==> src/rtl/cdc_pkg.sv <==
// rtl/cdc_pkg.sv - shared types and sizing helpers for the toggle req/ack CDC handshake
package cdc_pkg;

  typedef enum logic [0:0] {
    IDLE     = 1'b0,
    WAIT_ACK = 1'b1
  } cdc_state_e;

  localparam int SYNC_STAGES_MIN = 2;

  // Width of a counter that must hold 0..timeout_cycles; never narrower than 1 bit.
  function automatic int cnt_width(input int timeout_cycles);
    if (timeout_cycles < 1) begin
      return 1;
    end
    return $clog2(timeout_cycles + 1);
  endfunction

endpackage

==> src/rtl/cdc_bit_sync.sv <==
// rtl/cdc_bit_sync.sv - single-bit multi-flop synchroniser with synchronous active-low reset
module cdc_bit_sync
  import cdc_pkg::*;
#(
  parameter int STAGES = 2
) (
  input  logic clk,
  input  logic rst_n,
  input  logic d,
  output logic q
);

  // Fewer than two flops gives no metastability settling time, so clamp up.
  localparam int N = (STAGES < SYNC_STAGES_MIN) ? SYNC_STAGES_MIN : STAGES;

  logic [N-1:0] chain;

  always_ff @(posedge clk) begin
    if (!rst_n) begin
      chain <= '0;
    end else begin
      chain <= {chain[N-2:0], d};
    end
  end

  assign q = chain[N-1];

endmodule

==> src/rtl/cdc_handshake_tx.sv <==
// rtl/cdc_handshake_tx.sv - source side of a toggle req/ack handshake carrying a WIDTH-bit word
module cdc_handshake_tx
  import cdc_pkg::*;
#(
  parameter int WIDTH          = 8,
  parameter int SYNC_STAGES    = 2,
  parameter int TIMEOUT_CYCLES = 1024
) (
  input  logic             clk_src,
  input  logic             rst_src_n,
  input  logic             in_valid,
  output logic             in_ready,
  input  logic [WIDTH-1:0] in_data,
  output logic             xfer_req,
  output logic [WIDTH-1:0] xfer_data,
  input  logic             ack_async,
  output logic             done,
  output logic             busy,
  output logic             err_timeout
);

  localparam int            CW       = cnt_width(TIMEOUT_CYCLES);
  localparam logic [CW-1:0] CNT_MAX  = '1;
  localparam logic [CW-1:0] CNT_LAST = CW'(TIMEOUT_CYCLES - 1);

  cdc_state_e    state;
  logic          ack_s;
  logic [CW-1:0] wait_cnt;

  cdc_bit_sync #(
    .STAGES(SYNC_STAGES)
  ) u_ack_sync (
    .clk  (clk_src),
    .rst_n(rst_src_n),
    .d    (ack_async),
    .q    (ack_s)
  );

  // A phase mismatch in IDLE (spurious ack or unreset destination) blocks new words.
  assign in_ready = (state == IDLE) && (ack_s == xfer_req);
  assign busy     = (state == WAIT_ACK);

  always_ff @(posedge clk_src) begin
    if (!rst_src_n) begin
      state       <= IDLE;
      xfer_req    <= 1'b0;
      xfer_data   <= '0;
      done        <= 1'b0;
      err_timeout <= 1'b0;
      wait_cnt    <= '0;
    end else begin
      done <= 1'b0;
      case (state)
        IDLE: begin
          if (in_valid && in_ready) begin
            xfer_data <= in_data;
            xfer_req  <= ~xfer_req;
            wait_cnt  <= '0;
            state     <= WAIT_ACK;
          end
        end
        WAIT_ACK: begin
          if (ack_s == xfer_req) begin
            state    <= IDLE;
            done     <= 1'b1;
            wait_cnt <= '0;
          end else begin
            if (wait_cnt != CNT_MAX) begin
              wait_cnt <= wait_cnt + 1'b1;
            end
            // Flag only; the word stays posted and a late ack still completes it.
            if ((TIMEOUT_CYCLES != 0) && (wait_cnt == CNT_LAST)) begin
              err_timeout <= 1'b1;
            end
          end
        end
        default: state <= IDLE;
      endcase
    end
  end

endmodule

==> config.mk <==
export PLATFORM = sky130hd
export DESIGN_NAME = cdc_handshake_tx
export DESIGN_NICKNAME = d
export VERILOG_FILES = /design/src/rtl/cdc_pkg.sv /design/src/rtl/cdc_bit_sync.sv /design/src/rtl/cdc_handshake_tx.sv
export SDC_FILE = /design/constraint.sdc
export NUM_CORES = 1
export LEC_CHECK = 0
export CORE_MARGIN = 4
export CORE_UTILIZATION = 51
export CTS_BUF_LIST = sky130_fd_sc_hd__clkbuf_4 sky130_fd_sc_hd__clkbuf_8
export DETAILED_ROUTE_END_ITERATION = 10
export GPL_TIMING_DRIVEN = 0
export PLACE_DENSITY = 0.81
export SYNTH_ARGS = -nofsm -noshare
export SYNTH_HDL_FRONTEND = slang
export SYNTH_SLANG_ARGS = --single-unit
==> constraint.sdc <==
create_clock -name clk_src -period 1.9 [get_ports clk_src]
set_input_delay 0.285 -clock clk_src [delete_from_list [all_inputs] [get_ports clk_src]]
set_output_delay 0.285 -clock clk_src [all_outputs]
set_load 0.005 [all_outputs]
==> summary.txt <==
Status
  – Outcome: finished clean

Route
  – DR vias: around 1000
  – Via density: around 5.7
  – Post-DR wirelength/cell: 13.6 um
  – Detail Route Antenna Nets: 0
  – WL final: 2390 um
  – Drt drc: 0
  – Number of DRC markers in iteration 0: 37
  – DR pass1 iterations: 4

Power and ir drop
  – Pwr per Cell Area: about 760 mW/mm^2
  – Maximum vdd drop: ~0.0007 V
  – Int Pwr: just under 0.0008 W
  – Combinational share of power: 0.236
  – Tot Pwr: between 0.001 and 0.0015 W
  – Switching share of power: 0.289
  – Reg power frac: 0.540
  – Pleak: 0.534 nW
  – NetSw: 0.000314 W
  – Clock share of power: 0.224

Placement
  – Pre-CTS setup slack: about 130 ps
  – GP Congestion: 0.895
  – DP HPWL: 1700 um
  – Port buffer count: 24

Timing
  – Minimum clock period after layout: 1740 ps
  – Final Hold Violating Endpoints: 0
  – Fin worst setup slack: ~160 ps
  – Final setup viols: 0
  – Peak Freq: 574 MHz
  – Slew headroom: 0.656
  – RSZ-0062 raised after global routing: false
  – Setup TNS: 0 ps
  – Worst Skew: 1.39 ps
  – Worst-margin pin slew: 513 ps
  – Final period util: 0.916
  – Final Max Tran Viols: 0

Synthesis
  – Syn_nets: ~140
  – Yosys warns: 0
  – Area leader, netlist: dfxtp_1
  – Compound-gate portion of the synthesized area: 0.157
  – FFs w/ async S/R, synth: 0
  – Area share of the largest cell type after synthesis: 0.452
  – Number of flops mapped to enable cells by yosys: 0
  – XOR/XNOR Fraction of Synth Area: 0.0237
  – Main combinational cell family by area after synthesis: simple AND/OR/NAND/NOR gates
  – Proportion of synthesized area in mux cells: 0.0723
  – Top cells by area, synth: dfxtp_1 (45%), mux2i_1 (7.2%), nor2_1 (6.8%)
  – Prevailing post-synth register cell: dfxtp_1
  – Flops & latches, synth: 25
  – Cell variety after synth: 36
  – Mean Syn Cell Area: 9.08 um^2
  – Post-synthesis sequential area ratio: 0.452
  – Gate Count Post-Synth: 122
  – Post-Synth Simple-Gate Area: 0.242
  – Adder-Cell Fraction of Synth Area: 0.0113
  – Post-Syn Area: 0.00111 mm^2

Global route
  – GRT Util Overall: 0.188
  – Vias in the first global route: 1000
  – Initial antenna violation count: 0
  – First-pass GRT wire length: 4040 um
  – Largest net degree at the start of global routing: 15
  – Remaining Overflow, GRT: 0

Floorplan
  – Die area: 0.00298 mm^2
  – Initial Util: 0.553
  – Die extent in y: 54.6 um
  – IO Count: 25
  – FP Rows: 16
  – Die width: roughly 55 um
  – Core area: about 0.002 mm^2

Clock network
  – Max Root-Sink Buffers: 2
  – CTS tree: built
  – Hold Buf Count CTS: 0
  – Reg clk slew, reported paths: ~130 ps
  – TritonCTS Buffers: 3
  – Worst skew pair latency: ~330 ps
  – Root buffer cell: clkbuf_4
  – Depth of the CTS H-tree: 1
  – Post-CTS Repair Setup Buffers: 0
  – TritonCTS Sinks: 25

Setup path
  – Cell family with most CP delay: simple AND/OR/NAND/NOR gates
  – Register-to-register setup slack: 160 ps
  – Crit-path cells: ha_1 > nand4_2 > or3_4 > buf_6 > and4_4 > o21a_1
  – Crit path buffers/inverters: 1
  – CP max-delay cell: dfxtp_1
  – Critical path fanouts, max: 10
  – Critical path required time: 2140 ps
  – Crit path DAT: 1980 ps
  – WS Path Type: flop to flop
  – Worst-case reg-to-reg path depth: 6
  – Critical Path Stages: 6
  – Critical Path Sink Type: flop
  – Worst path max stage delay: 390 ps
  – Crit path launch type: flop

Finish
  – Nets@finish: 163
  – Layout cell share with drive strength beyond 1: 0.107
  – Area grow syn2layout: 29.5%
  – N_diodes: 0

Min path
  – Worst hold stages: 1
  – Hold Path Class: flop to flop

Flow run
  – Max-cap viol count: 0
[layout by cell type, fill, tap and decap left out, types with 2 or more instances in the layout]
cell type / n
dfxtp_1: 23
clkdlybuf4s50_1: 23
nor2_1: 20
mux2i_1: 8
nand2_1: 7
inv_1: 6
a31oi_1: 5
o21a_1: 5
nand3_1: 3
nor4_1: 3
a21oi_1: 3
and2_1: 3
nor3_1: 3
o21ai_0: 3
clkbuf_4: 3
xnor2_1: 2
nand4_1: 2
and4_4: 2
o21ai_1: 2
dfxtp_4: 2
[sequential cells by signal (all words and copies together) (netlist names)]
| name | count |
|---|---|
| xfer_req | 1 |
| err_timeout | 1 |
| u_ack_sync.chain | 2 |
| xfer_data | 8 |
| done | 1 |
| wait_cnt | 11 |
| busy | 1 |
[metrics by stage]
step / hold slack, ps / util / cell area (um^2) / instances
after floorplan: 403 / - / 1110 / 122
after global placement: 420 / 0.690 / 1380 / 173
after detailed placement: 422 / 0.690 / 1380 / 173
after CTS: 462 / 0.708 / 1420 / 177
after global routing: 499 / 0.716 / 1430 / 176
final: 454 / 0.716 / 1430 / 176
[worst paths after layout]
kind | to | start
setup / recovery | wait_cnt[4] | wait_cnt[0]
hold / removal | u_ack_sync.chain[1] | u_ack_sync.chain[0]
setup reg to reg | wait_cnt[4] | wait_cnt[0]
hold reg to reg | u_ack_sync.chain[1] | u_ack_sync.chain[0]
[cells in the mapped netlist (all sizes together) (2+ instances only)]
master  number
a21oi        3
a31oi        5
and2         3
and4         3
buf          2
clkbuf       2
dfxtp       25
inv          6
mux2i        8
nand2        7
nand3        4
nand4        3
nor2        20
nor3         3
nor4         3
o21a         5
o21ai        5
xnor2        2
[cells by family after synthesis]
family | after synthesis
AOI/OAI and AO/OA | 25
buffers and inverters | 10
muxes | 8
DFF | 25
adders and majority gates | 1
xor gates and xnor gates | 3
and+or+nand+nor | 50
[power by group through the flow]
stage | logic [W] | clock network [W] | registers (W)
after floorplan | 0.000136 | 0 | 0.000588
after global placement | 0.000254 | 0 | 0.000585
after detailed placement | 0.000258 | 0 | 0.000588
after CTS | 0.000263 | 0.000250 | 0.000579
after global routing | 0.000285 | 0.000273 | 0.000593
final | 0.000256 | 0.000244 | 0.000588
[routing by layer]
metal  global-route usage  share of wire
met5                    0              0
met4               0.0581         0.0079
met3               0.0763          0.083
met2                0.305           0.48
met1                0.223           0.43
[timing repair]
| action | CTS | global route |
|---|---|---|
| endpoints found under the setup margin | 1 | 1 |
| gates resized for setup | 2 | 5 |
| endpoints found under the hold margin | 0 | 0 |
| gates cloned | 0 | 0 |
| pin swaps | 1 | 0 |
[layout make-up]
type / instances / area, um^2
buffer: 3 / 20.0
clock buffer: 3 / 22.5
clock inverter: 1 / 5.00
fill: 160 / 568
inverter: 6 / 22.5
multi-input combinational: 87 / 579
sequential: 25 / 508
tap: 27 / 33.8
timing repair buffer: 24 / 243
Note: power is estimated with default switching activity, not from simulation.
